[src/rtl/sub_bytes_serial.sv]
// rtl/sub_bytes_serial.sv - serial SubBytes/InvSubBytes engine over a 128-bit AES state
module sub_bytes_serial #(
    parameter int LANES = 1,
    parameter int PIPE  = 1
) (
    input  logic         clk,
    input  logic         reset_n,
    input  logic         start,
    input  logic         enc,
    input  logic [127:0] state_in,
    output logic         busy,
    output logic         done,
    output logic [127:0] state_out
);

    localparam int N  = 16 / LANES;
    localparam int CW = (N > 1) ? $clog2(N) : 1;
    localparam int LW = 8 * LANES;
    // Ones over the top batch slot; shifted right to address batch i.
    localparam logic [127:0] LANE_MASK = ~({128{1'b1}} >> LW);

    // Reject unsupported configurations at elaboration.
    if (!(LANES == 1 || LANES == 2 || LANES == 4 || LANES == 8 || LANES == 16)) begin : g_bad_lanes
        $error("sub_bytes_serial: LANES must be 1, 2, 4, 8 or 16");
    end
    if (!(PIPE == 0 || PIPE == 1)) begin : g_bad_pipe
        $error("sub_bytes_serial: PIPE must be 0 or 1");
    end

    // GF(2^8) multiply modulo x^8+x^4+x^3+x+1.
    function automatic logic [7:0] gf_mul(input logic [7:0] a, input logic [7:0] b);
        logic [7:0] p;
        logic [7:0] x;
        p = 8'h00;
        x = a;
        for (int i = 0; i < 8; i++) begin
            if (b[i]) p = p ^ x;
            x = {x[6:0], 1'b0} ^ (x[7] ? 8'h1b : 8'h00);
        end
        return p;
    endfunction

    // Multiplicative inverse as a^254; maps 0 to 0 as AES requires.
    function automatic logic [7:0] gf_inv(input logic [7:0] a);
        logic [7:0] s;
        logic [7:0] r;
        s = a;
        r = 8'h01;
        for (int i = 1; i < 8; i++) begin
            s = gf_mul(s, s);
            r = gf_mul(r, s);
        end
        return r;
    endfunction

    // Combined S-box: the field inverter is shared by both directions,
    // only the affine stage moves before or after it.
    function automatic logic [7:0] sbox(input logic [7:0] x, input logic fwd);
        logic [7:0] a;
        logic [7:0] y;
        a = fwd ? x
                : ({x[6:0], x[7]} ^ {x[4:0], x[7:5]} ^ {x[1:0], x[7:2]} ^ 8'h05);
        y = gf_inv(a);
        return fwd ? (y ^ {y[6:0], y[7]} ^ {y[5:0], y[7:6]} ^ {y[4:0], y[7:5]}
                        ^ {y[3:0], y[7:4]} ^ 8'h63)
                   : y;
    endfunction

    typedef enum logic [1:0] {S_IDLE, S_RUN, S_DRAIN, S_DONE} state_e;

    state_e          st_q;
    logic [CW-1:0]   cnt_q;
    logic            enc_q;
    logic [127:0]    work_q;
    logic [127:0]    work_d;
    logic            busy_q;
    logic            done_q;
    logic [127:0]    sout_q;
    logic [LW-1:0]   batch_w;
    logic [LW-1:0]   res_w;
    logic            wr_en;
    logic [LW-1:0]   wr_data;
    logic [CW-1:0]   wr_idx;

    // Select the current batch out of the working register (lane 0 = MSB).
    always_comb begin
        batch_w = LW'(work_q >> (128 - LW - LW * int'(cnt_q)));
    end

    for (genvar k = 0; k < LANES; k++) begin : g_lane
        assign res_w[LW-1-8*k -: 8] = sbox(batch_w[LW-1-8*k -: 8], enc_q);
    end

    if (PIPE == 1) begin : g_pipe
        logic [LW-1:0] pipe_res_q;
        logic [CW-1:0] pipe_idx_q;
        logic          pipe_vld_q;

        // One register stage between the S-boxes and the working register.
        always_ff @(posedge clk or negedge reset_n) begin
            if (!reset_n) begin
                pipe_res_q <= '0;
                pipe_idx_q <= '0;
                pipe_vld_q <= 1'b0;
            end else begin
                pipe_res_q <= res_w;
                pipe_idx_q <= cnt_q;
                pipe_vld_q <= (st_q == S_RUN);
            end
        end

        assign wr_en   = pipe_vld_q;
        assign wr_data = pipe_res_q;
        assign wr_idx  = pipe_idx_q;
    end else begin : g_nopipe
        assign wr_en   = (st_q == S_RUN);
        assign wr_data = res_w;
        assign wr_idx  = cnt_q;
    end

    // Write a finished batch back into its own slot of the working register.
    always_comb begin
        work_d = work_q;
        if (wr_en) begin
            work_d = (work_q & ~(LANE_MASK >> (LW * int'(wr_idx))))
                   | ((128'(wr_data) << (128 - LW)) >> (LW * int'(wr_idx)));
        end
    end

    // Control FSM with registered busy/done and a result register that only
    // ever loads a complete transform.
    always_ff @(posedge clk or negedge reset_n) begin
        if (!reset_n) begin
            st_q   <= S_IDLE;
            cnt_q  <= '0;
            enc_q  <= 1'b0;
            work_q <= '0;
            busy_q <= 1'b0;
            done_q <= 1'b0;
            sout_q <= '0;
        end else begin
            case (st_q)
                S_IDLE: begin
                    done_q <= 1'b0;
                    if (start) begin
                        work_q <= state_in;
                        enc_q  <= enc;
                        cnt_q  <= '0;
                        busy_q <= 1'b1;
                        st_q   <= S_RUN;
                    end
                end
                S_RUN: begin
                    work_q <= work_d;
                    if (cnt_q == CW'(N - 1)) begin
                        cnt_q <= '0;
                        if (PIPE == 1) begin
                            st_q <= S_DRAIN;
                        end else begin
                            st_q   <= S_DONE;
                            busy_q <= 1'b0;
                            done_q <= 1'b1;
                            sout_q <= work_d;
                        end
                    end else begin
                        cnt_q <= cnt_q + 1'b1;
                    end
                end
                S_DRAIN: begin
                    work_q <= work_d;
                    st_q   <= S_DONE;
                    busy_q <= 1'b0;
                    done_q <= 1'b1;
                    sout_q <= work_d;
                end
                default: begin
                    done_q <= 1'b0;
                    st_q   <= S_IDLE;
                end
            endcase
        end
    end

    assign busy      = busy_q;
    assign done      = done_q;
    assign state_out = sout_q;

endmodule

[config.mk]
export PLATFORM = sky130hd
export DESIGN_NAME = sub_bytes_serial
export DESIGN_NICKNAME = d
export VERILOG_FILES = /design/src/rtl/sub_bytes_serial.sv
export SDC_FILE = /design/constraint.sdc
export NUM_CORES = 1
export LEC_CHECK = 0
export ABC_AREA = 0
export BUFFER_PORTS_ARGS = -buffer_cell sky130_fd_sc_hd__buf_2
export CORE_UTILIZATION = 50
export CTS_CLUSTER_DIAMETER = 100
export DETAILED_ROUTE_END_ITERATION = 12
export PLACE_DENSITY = 0.7
export SLEW_MARGIN = 20
export SYNTH_ARGS = -nofsm -noshare
export SYNTH_HDL_FRONTEND = slang
export SYNTH_SLANG_ARGS = --single-unit
[constraint.sdc]
create_clock -name clk -period 23.7 [get_ports clk]
set_input_delay 4.74 -clock clk [delete_from_list [all_inputs] [get_ports clk]]
set_output_delay 4.74 -clock clk [all_outputs]
set_load 0.01 [all_outputs]
[Word level (Yosys, flattened, before mapping)]
Index checks and enable logic that the tools add are counted.
Storage, ports and cells
  output and inout port bits: 130
  register bits after elaboration: 278
  bits of input ports: 132
  word-level logic and storage cells: 447
Operators by class
  shifts and indexed selects: 3
  bitwise operators: 200
  reductions and logical operators: 10
  muxes and demuxes: 217
  add/subtract/negate cells: 2
  equality and inequality tests: 5
Operators with widths (count)
  8-bit two-way mux: 107
  8-bit XOR: 97
  8-bit by 5-bit XOR with 8-bit output: 91
  5-bit two-way mux: 92
  128-bit two-way mux: 2
  128-bit one-hot mux with 2 select lines: 1
  128-bit AND: 1
  128-bit inverter: 1
  128-bit bitwise OR: 1
  128-bit by 32-bit right shift with 8-bit output: 1
  128-bit by 7-bit right shift with 128-bit output: 1
  128-bit by 7-bit right shift with 128-bit output, first input constant: 1
  4-bit two-way mux: 3
  2-bit AND reduction: 5
  4-bit one-hot mux with 2 select lines: 1
  7-bit by 7-bit subtractor with 8-bit output, first input constant: 1
  7-bit two-way mux: 1
  1-bit inverter, first input constant: 7
  2-bit two-way mux: 3
  6-bit two-way mux: 1
  2-bit one-hot mux with 3 select lines: 1
  2-bit nonzero test: 3
  4-bit by 1-bit adder with 4-bit output, second input constant: 1
  4-bit equality test, second input constant: 1
  other kinds (11): 13

[Depth between registers and ports, before layout]
Gate-level depths: netlist (run 1).
  depth in word-level cells: 139
  depth in mapped cells: 82
  gate-level depth less buffers: 65

[Worst setup path after synthesis (run 1)]
Ideal clock, no wire load.
  path kind: flip-flop to flip-flop
  start: register cnt_q[1]
  end: register g_pipe.pipe_res_q[0]
  library setup time: 0.136 ns
  path buffers: 12
  arrival: 17.301 ns
  period minus slack after synthesis: 17.437 ns
  path slack: 6.263 ns
  cell stages (with the launch flop): 74
  required time: 23.564 ns
  cell sequence: dfrtp_1 > buf_6 > buf_8 > mux4_2 > mux2i_1 > mux2i_4 > xnor3_1 > o21ai_2 > clkinv_1 > ha_1 > xnor2_1 > xnor2_1 > xnor2_1 > o22ai_1 > xnor3_1 > xor2_1 > buf_4 > inv_2 > [38 not listed] > nor2_1 > xor2_1 > xnor3_1 > nor2_1 > xor2_1 > xnor2_1 > xnor3_1 > xnor2_4 > xnor3_2 > mux2i_1 > xnor2_1 > mux2_2 > xnor3_1 > xnor3_2 > xnor2_4 > xnor2_1 > nand2_1 > xor2_1
Between the ends
  word-level cells in the longest chain between the ends: 136
  elaborated cells between the ends (all ways): 397
  those cells by class: add/sub (1); shift (1); mux (205); bitwise (190)
RTL lines
  start: declaration: RTL line 72  | logic [CW-1:0] cnt_q;
  start signal: assignment: RTL line 166  | cnt_q <= cnt_q + 1'b1;
  7-bit by 7-bit subtractor with 8-bit output *: RTL line 87  | batch_w = LW'(work_q >> (128 - LW - LW * int'(cnt_q)));
  128-bit by 32-bit right shift with 8-bit output *: RTL line 87
  8-bit XOR (2 in series): RTL line 62  | : ({x[6:0], x[7]} ^ {x[4:0], x[7:5]} ^ {x[1:0], x[7:2]} ^ 8'h05);
  2-bit inverter (no line)
  8-bit two-way mux *: RTL line 61  | a = fwd ? x
  8-bit two-way mux: RTL line 37  | if (b[i]) p = p ^ x;
  8-bit XOR: RTL line 37
  8-bit two-way mux: RTL line 37
  [118 not listed]
  8-bit two-way mux: RTL line 37
  8-bit XOR: RTL line 37
  8-bit two-way mux *: RTL line 37
  8-bit XOR (3 in series): RTL line 64  | return fwd ? (y ^ {y[6:0], y[7]} ^ {y[5:0], y[7:6]} ^ {y[4:0], y[7:5]}
  8-bit XOR: RTL line 65  | ^ {y[3:0], y[7:4]} ^ 8'h63)
  4-bit inverter (no line)
  8-bit two-way mux *: RTL line 64
  net res_w[0]: RTL line 80  | logic [LW-1:0] res_w;
  end signal: assignment: RTL line 106  | pipe_res_q <= res_w;
  end: declaration: RTL line 95  | logic [LW-1:0] pipe_res_q;
The timed path passes the listed nets; every way through them passes the cells marked *.
A chain may end at the register's enable or synchronous reset.

[Final worst setup path (run 1)]
Ends and elaborated chain as after synthesis.

==> insert_results.sql, run 1 <==
INSERT INTO impl_metrics (metric_group, metric, value, unit) VALUES
('clock_tree', 'postCtsHoldBufs', '0', ''),
('setup_path', 'crit_buf_inv', '6', ''),
('placement', 'placed_cells', '4552', ''),
('clock_tree', 'tritoncts', 'built', ''),
('grt', 'first_global_vias', '26977', ''),
('placement', 'final_hpwl_dp', '74490', 'um'),
('drt', 'drc_errors', '0', ''),
('timing', 'fmax', '0.04606', 'GHz'),
('placement', 'io_buffer_count', '261', ''),
('clock_tree', 'clock_sinks', '278', ''),
('drt', 'num_vias', '29793', ''),
('timing', 'worst_slew_margin_rel', '0.2590', ''),
('clock_tree', 'max-clock-path-buffers', '3', ''),
('setup_path', 'cp-start-kind', 'register', ''),
('drt', 'drtIter0Drc', '3624', ''),
('setup_path', 'cp_slowest_cell', 'sky130_fd_sc_hd__xor3_1', ''),
('synthesis', 'postSynthCellCount', '3721', ''),
('clock_tree', 'clkLatencyLatePin', '0.56', 'ns'),
('floorplanning', 'starting_density_of_the_core', '0.5071', ''),
('synthesis', 'synth_seq_cells', '278', ''),
('setup_path', 'timing.critical_path.to_type', 'register', ''),
('synthesis', 'netlist-cell-type-count', '101', ''),
('drt', 'route.detailed.vias_per_inst', '6.464', ''),
('placement', 'post_dp_cell_area', '32500', 'um^2'),
('synthesis', 'postSynthAreaPerCell', '8.257', 'um^2'),
('timing', 'tightestPinTransition', '1.104', 'ns'),
('synthesis', 'fraction_of_registers_with_async_set_or_reset_after_synthesis', '1.000', ''),
('timing', 'unrepaired_setup_endpoints_after_global_routing', 'no', ''),
('timing', 'drv_slew', '0', ''),
('synthesis', 'ys_dominant_reg_cell', 'sky130_fd_sc_hd__dfrtp_1', ''),
('clock_tree', 'clock-root-buffer', 'sky130_fd_sc_hd__clkbuf_16', ''),
('setup_path', 'critical-path-max-stage-delay', '0.80', 'ns'),
('timing', 'finalHoldViolations', '0', ''),
('floorplanning', 'io_pins', '262', ''),
('placement', 'gp_routability_congestion', '0.9653', ''),
('floorplanning', 'chipHeight', '249.9', 'um'),
('clock_tree', 'cts_inserted_buffers', '27', ''),
('setup_path', 'crit_path_frequent_cell', 'sky130_fd_sc_hd__xnor2_1', ''),
('floorplanning', 'fp.coreArea', '60580', 'um^2'),
('drt', 'drt-pass1-iter-count', '8', ''),
('grt', 'grt_start_max_net_pins', '132', ''),
('setup_path', 'peak_fanout_along_the_critical_path', '31', ''),
('setup_path', 'worst_ep_required_time', '24.12', 'ns'),
('synthesis', 'post_synth_instance_area', '30720', 'um^2'),
('synthesis', 'seq_area_frac_synth', '0.2264', ''),
('status', 'result_of_the_run', 'finished clean', ''),
('clock_tree', 'clk_transition_reported_paths', '0.06', 'ns'),
('grt', 'initial_antenna_violation_count', '10', ''),
('floorplanning', 'die_w', '249.9', 'um'),
('finish', 'filler_cells_inserted', '5656', ''),
('timing', 'post-route-min-period', '21.71', 'ns'),
('worst_hold_path', 'holdCritPathClass', 'register to register', ''),
('grt', 'overflow', '0', ''),
('floorplanning', 'die_area', '62450', 'um^2'),
('timing', 'finalSetupViolCount', '0', ''),
('grt', 'globalRouteTotalUtil', '0.3255', ''),
('setup_path', 'critical_path_arrival', '22.14', 'ns'),
('finish', 'fin_cells', '4609', ''),
('flow_run', 'max_cap_violations', '0', ''),
('finish', 'area_growth', '8.817', '%'),
('finish', 'postLayoutCellArea', '33430', 'um^2'),
('floorplanning', 'fp-row-count', '90', ''),
('timing', 'clock_skew', '0.01125', 'ns'),
('synthesis', 'synth_edf_count', '0', ''),
('drt', 'wire_per_inst', '22.77', 'um'),
('setup_path', 'critPathKind', 'register to register', ''),
('clock_tree', 'post_cts_resize_count', '0', ''),
('synthesis', 'synthesis.nets', '3865', ''),
('drt', 'postRouteWirelength', '104900', 'um'),
('grt', 'grt_pass1_wl', '162600', 'um'),
('finish', 'nets', '3943', ''),
('drt', 'antenna_left', '0', ''),
('timing', 'fin_tns_setup', '0', 'ns'),
('setup_path', 'critPathTopFamily', 'XOR/XNOR gates', ''),
('clock_tree', 'post-cts-setup-buffers', '0', ''),
('timing', 'final_worst_path_cycle_share', '0.9162', ''),
('finish', 'layout-drive-gt1-share', '0.1537', ''),
('finish', 'utilization', '0.5519', ''),
('synthesis', 'synth.yosys.warnings', '0', ''),
('clock_tree', 'cts_htree_levels', '1', '');
state kept, by name, summed over array words and instances, names as in the netlist:
name	cells
state_out	128
work_q	128
g_pipe.pipe_res_q	8
cnt_q	4
g_pipe.pipe_idx_q	4
st_q	2
busy	1
done	1
enc_q	1
g_pipe.pipe_vld_q	1
per-stage QoR:
step / hold slack [ns] / worst slack [ns]
finish: 0.5174 / 1.987
detailed placement: 0.5002 / 2.268
global placement: 0.4886 / 2.779
floorplan: 0.3487 / 6.263
CTS: 0.5146 / 2.190
global route: 0.5387 / 0.5153
cell usage in the layout (no fill, tap or decap), drive strengths merged, types with 8 or more instances in the layout:
cell type,netlist,layout
and4,10,10
nand4,15,15
a221oi,10,10
or2,15,15
nand3,81,81
nor2b,9,9
buf,80,353
dfrtp,278,278
mux2i,183,183
o31a,8,8
o221ai,11,11
o21a,13,13
a211oi,26,26
xnor2,436,436
xor3,11,11
nor2,504,504
a31oi,52,52
o211ai,26,26
ha,12,12
xnor3,95,95
clkbuf,224,40
o22ai,291,291
mux4,29,29
a22oi,21,21
a21o,8,8
nor4,19,19
o31ai,14,14
and3,16,16
and2,16,16
nand2b,21,21
or3,17,17
inv,30,31
nand2,300,300
xor2,124,124
a21oi,358,358
o21ai,136,136
diode,0,9
nor3,75,75
mux2,18,18
synthesized netlist by cell type, types with 14 or more instances:
library cell / number / area share
sky130_fd_sc_hd__mux2i_1: 181 / 0.059
sky130_fd_sc_hd__buf_4: 14 / 0.0034
sky130_fd_sc_hd__o22ai_1: 291 / 0.059
sky130_fd_sc_hd__nand2_1: 300 / 0.037
sky130_fd_sc_hd__dfrtp_1: 278 / 0.23
sky130_fd_sc_hd__nor4_1: 19 / 0.0039
sky130_fd_sc_hd__xnor3_1: 74 / 0.054
sky130_fd_sc_hd__a21oi_1: 352 / 0.057
sky130_fd_sc_hd__and2_1: 15 / 0.0031
sky130_fd_sc_hd__a31oi_1: 52 / 0.011
sky130_fd_sc_hd__clkbuf_1: 224 / 0.027
sky130_fd_sc_hd__or3_1: 17 / 0.0035
sky130_fd_sc_hd__nand4_1: 15 / 0.0031
sky130_fd_sc_hd__nand2b_1: 21 / 0.0043
sky130_fd_sc_hd__o21ai_1: 18 / 0.0029
sky130_fd_sc_hd__o21ai_0: 114 / 0.019
sky130_fd_sc_hd__mux2_2: 16 / 0.0059
sky130_fd_sc_hd__xor2_1: 116 / 0.033
sky130_fd_sc_hd__nand3_1: 81 / 0.013
sky130_fd_sc_hd__nor2_1: 500 / 0.061
sky130_fd_sc_hd__inv_1: 25 / 0.0031
sky130_fd_sc_hd__and3_1: 15 / 0.0031
sky130_fd_sc_hd__buf_2: 40 / 0.0065
sky130_fd_sc_hd__o211ai_1: 26 / 0.0064
sky130_fd_sc_hd__xnor2_2: 30 / 0.016
sky130_fd_sc_hd__mux4_2: 29 / 0.021
sky130_fd_sc_hd__a22oi_1: 21 / 0.0051
sky130_fd_sc_hd__a211oi_1: 24 / 0.0059
sky130_fd_sc_hd__nor3_1: 69 / 0.011
sky130_fd_sc_hd__xnor3_2: 21 / 0.016
sky130_fd_sc_hd__xnor2_1: 397 / 0.11
layout make-up:
| cell class | instances | area, um^2 | area share |
|---|---|---|---|
| multi-input combinational | 3106 | 22440 | 0.6712 |
| sequential | 278 | 6960 | 0.2082 |
| timing repair buffer | 353 | 2011 | 0.06014 |
| tap | 782 | 978.4 | 0.02927 |
| clock buffer | 40 | 794.5 | 0.02376 |
| inverter | 33 | 123.9 | 0.003705 |
| clock inverter | 8 | 103.9 | 0.003106 |
| antenna | 9 | 22.52 | 0.0006736 |
per-layer routing:
layer | track usage | wire length, um | part of all wire | vias up
met2 | 0.4891 | 46390 | 0.44 | 1626
met4 | 0.1178 | 4041 | 0.039 | 2
met1 | 0.4703 | 44220 | 0.42 | 14308
li1 | - | - | - | 13647
met3 | 0.05121 | 10280 | 0.098 | 210
met5 | 0 | 13 | 0.00012 | -
kinds of logic after synthesis:
logic type	after synthesis	share of synthesized area
AND/OR/NAND/NOR	1116	0.1591
AO/OA/AOI/OAI	1082	0.2200
XOR/XNOR	666	0.2534
buffers and inverters	337	0.04781
flip-flops	278	0.2264
multiplexers	230	0.08841
adder cells (fa/ha/maj)	12	0.004887
worst paths after layout:
path	startpoint	end	slack (ns)	depth (start not counted)
worst max-delay path	cnt_q[1]	g_pipe.pipe_res_q[0]	1.99	64
worst min-delay path	done	done	0.52	1
worst max register to register	cnt_q[1]	g_pipe.pipe_res_q[0]	1.99	64
worst min register to register	done	done	0.52	1
max in group asynchronous	reset_n	enc_q	17.18	3
min in group asynchronous	reset_n	state_out[0]	4.26	1
Power of run 1 is left out: the tool's default activity adds up to more than one toggle a clock period on the data nets, which glitch-free logic cannot reach.
==> run 2, diff against run 1 <==
--- a/config.mk
+++ b/config.mk
@@ -10,7 +10,8 @@
 export CORE_UTILIZATION = 50
 export CTS_CLUSTER_DIAMETER = 100
 export DETAILED_ROUTE_END_ITERATION = 12
-export PLACE_DENSITY = 0.7
+export HOLD_SLACK_MARGIN = 0.06
+export PLACE_DENSITY = 0.71
 export SLEW_MARGIN = 20
 export SYNTH_ARGS = -nofsm -noshare
 export SYNTH_HDL_FRONTEND = slang
==> run 2 against run 1 <==
Wire length up 0.81%. Highest routed layer unchanged. Critical endpoint unchanged. Critical path type unchanged. Final cell count is 0.24% higher. Largest cell class unchanged. Non-clock buffer count rose by 4.
==> insert_results.sql, run 2 (synthesized netlist as in run 1, its figures left out) <==
INSERT INTO impl_metrics (metric_group, metric, value, unit) VALUES
('status', 'result_of_the_run', 'finished clean', ''),
('finish', 'layout.cells.most_common_list', 'sky130_fd_sc_hd__nor2_1 (497), sky130_fd_sc_hd__xnor2_1 (391), sky130_fd_sc_hd__a21oi_1 (352), sky130_fd_sc_hd__nand2_1 (300), sky130_fd_sc_hd__o22ai_1 (291)', ''),
('clock_tree', 'clock-root-buffer', 'sky130_fd_sc_hd__clkbuf_16', ''),
('setup_path', 'cp-start-kind', 'register', ''),
('drt', 'antenna_left', '0', ''),
('floorplanning', 'fp.coreArea', '60580', 'um^2'),
('timing', 'fin_tns_setup', '0', 'ns'),
('clock_tree', 'cts_htree_levels', '1', ''),
('worst_hold_path', 'min_from', 'done', ''),
('setup_path', 'critPathTopFamily', 'XOR/XNOR gates', ''),
('finish', 'nets', '3948', ''),
('floorplanning', 'io_pins', '262', ''),
('timing', 'finalSetupViolCount', '0', ''),
('placement', 'gp_routability_congestion', '1.005', ''),
('placement', 'io_buffer_count', '261', ''),
('setup_path', 'critical_path_arrival', '22.26', 'ns'),
('setup_path', 'critical_path_cell_count', '63', ''),
('drt', 'drt-pass1-iter-count', '8', ''),
('timing', 'fmax', '0.04584', 'GHz'),
('placement', 'final_hpwl_dp', '76140', 'um'),
('clock_tree', 'postCtsHoldBufs', '0', ''),
('timing', 'unrepaired_setup_endpoints_after_global_routing', 'no', ''),
('worst_hold_path', 'hold_end', 'done', ''),
('clock_tree', 'tritoncts', 'built', ''),
('setup_path', 'cp_slowest_cell', 'sky130_fd_sc_hd__xnor2_2', ''),
('grt', 'first_global_vias', '27627', ''),
('finish', 'area_growth', '9.240', '%'),
('clock_tree', 'clkLatencyLatePin', '0.59', 'ns'),
('grt', 'overflow', '0', ''),
('setup_path', 'critical-path-max-stage-delay', '0.80', 'ns'),
('finish', 'layout-drive-gt1-share', '0.1560', ''),
('setup_path', 'timing.rr.end', 'g_pipe.pipe_res_q[0]', ''),
('floorplanning', 'die_w', '249.9', 'um'),
('floorplanning', 'starting_density_of_the_core', '0.5071', ''),
('finish', 'final_common_cell', 'sky130_fd_sc_hd__nor2_1', ''),
('setup_path', 'crit_path_frequent_cell', 'sky130_fd_sc_hd__xnor2_1', ''),
('floorplanning', 'fp-row-count', '90', ''),
('clock_tree', 'clock_sinks', '278', ''),
('grt', 'grtUsageMet1', '0.4580', ''),
('drt', 'num_vias', '29932', ''),
('timing', 'worst_slew_margin_rel', '0.2183', ''),
('timing', 'tightestPinTransition', '1.173', 'ns'),
('timing', 'post-route-min-period', '21.81', 'ns'),
('grt', 'globalRouteTotalUtil', '0.3277', ''),
('flow_run', 'max_cap_violations', '0', ''),
('setup_path', 'peak_fanout_along_the_critical_path', '21', ''),
('finish', 'filler_cells_inserted', '5559', ''),
('timing', 'drv_slew', '0', ''),
('grt', 'met2_track_utilization_from_global_routing', '0.5068', ''),
('worst_hold_path', 'min_delay_path_depth', '1', ''),
('floorplanning', 'die_area', '62450', 'um^2'),
('timing', 'final_worst_path_cycle_share', '0.9204', ''),
('drt', 'drtIter0Drc', '3732', ''),
('worst_hold_path', 'holdCritPathClass', 'register to register', ''),
('floorplanning', 'chipHeight', '249.9', 'um'),
('clock_tree', 'max-clock-path-buffers', '3', ''),
('setup_path', 'worst_ep_required_time', '24.15', 'ns'),
('setup_path', 'timing.critical_path.to_type', 'register', ''),
('drt', 'postRouteWirelength', '105800', 'um'),
('grt', 'gr-max-usage-layer', 'met2', ''),
('grt', 'grt_pass1_wl', '163500', 'um'),
('timing', 'finalHoldViolations', '0', ''),
('drt', 'wire_per_inst', '22.90', 'um'),
('finish', 'utilization', '0.5540', ''),
('setup_path', 'critPathKind', 'register to register', ''),
('setup_path', 'timing.rr.start', 'cnt_q[0]', ''),
('timing', 'clock_skew', '0.02369', 'ns'),
('setup_path', 'crit_buf_inv', '7', ''),
('clock_tree', 'post_cts_resize_count', '0', ''),
('grt', 'initial_antenna_violation_count', '14', ''),
('grt', 'grt_util_met3', '0.05476', ''),
('setup_path', 'regToRegSetupSlack', '1.89', 'ns'),
('grt', 'grt_start_max_net_pins', '108', ''),
('clock_tree', 'cts_inserted_buffers', '28', ''),
('drt', 'route.detailed.vias_per_inst', '6.479', ''),
('setup_path', 'worst-r2r-cell-count', '63', ''),
('clock_tree', 'post-cts-setup-buffers', '0', ''),
('clock_tree', 'clk_transition_reported_paths', '0.07', 'ns'),
('drt', 'drc_errors', '0', '');
[run 2: cell types whose count changed in the layout (fill, tap and decap cells not counted), moves of 2 or more]
cell                        delta
sky130_fd_sc_hd__clkinv_4      +2
sky130_fd_sc_hd__clkbuf_8      -5
sky130_fd_sc_hd__bufinv_16     +3
sky130_fd_sc_hd__clkinv_2      +4
sky130_fd_sc_hd__diode_2       +3
sky130_fd_sc_hd__buf_4         +5
[run 2: worst max path at each step]
stage              from                   end  slack, ns
5_1_grt        cnt_q[0]  g_pipe.pipe_res_q[3]       0.56
3_3_place_gp   cnt_q[0]  g_pipe.pipe_res_q[0]       2.75
3_5_place_dp   cnt_q[0]  g_pipe.pipe_res_q[0]       2.38
2_1_floorplan  cnt_q[1]  g_pipe.pipe_res_q[0]       6.26
6_report       cnt_q[0]  g_pipe.pipe_res_q[0]       1.89
4_1_cts        cnt_q[0]  g_pipe.pipe_res_q[0]       2.33
[run 2: metal layers]
| layer | up-vias | part of all wire |
|---|---|---|
| li1 | 13644 | - |
| met1 | 14435 | 0.42 |
| met2 | 1626 | 0.45 |
| met3 | 225 | 0.095 |
| met4 | 2 | 0.037 |
| met5 | - | 0.00012 |
[run 2: area by class of cell]
type	instances	area, um^2	share of cell area
multi-input combinational	3106	22440	0.6684
tap	782	978.4	0.02915
sequential	278	6960	0.2074
antenna	12	30.03	0.0008947
timing repair buffer	357	2037	0.06069
inverter	33	123.9	0.003691
clock buffer	35	747.0	0.02226
clock inverter	17	251.5	0.007493
[run 2: per-stage QoR]
| stage | worst slack, ns | instances | hold slack [ns] | cell area [um^2] |
|---|---|---|---|---|
| 2_1_floorplan | 6.263 | 3721 | 0.3487 | 30720 |
| 3_5_place_dp | 2.384 | 4556 | 0.4962 | 32540 |
| 5_1_grt | 0.5637 | 4617 | 0.5394 | 33560 |
| 4_1_cts | 2.332 | 4608 | 0.5100 | 33530 |
| 3_3_place_gp | 2.750 | 4556 | 0.4923 | 32540 |
| 6_report | 1.887 | 4620 | 0.5075 | 33560 |
Power of run 2 is left out for the same reason.
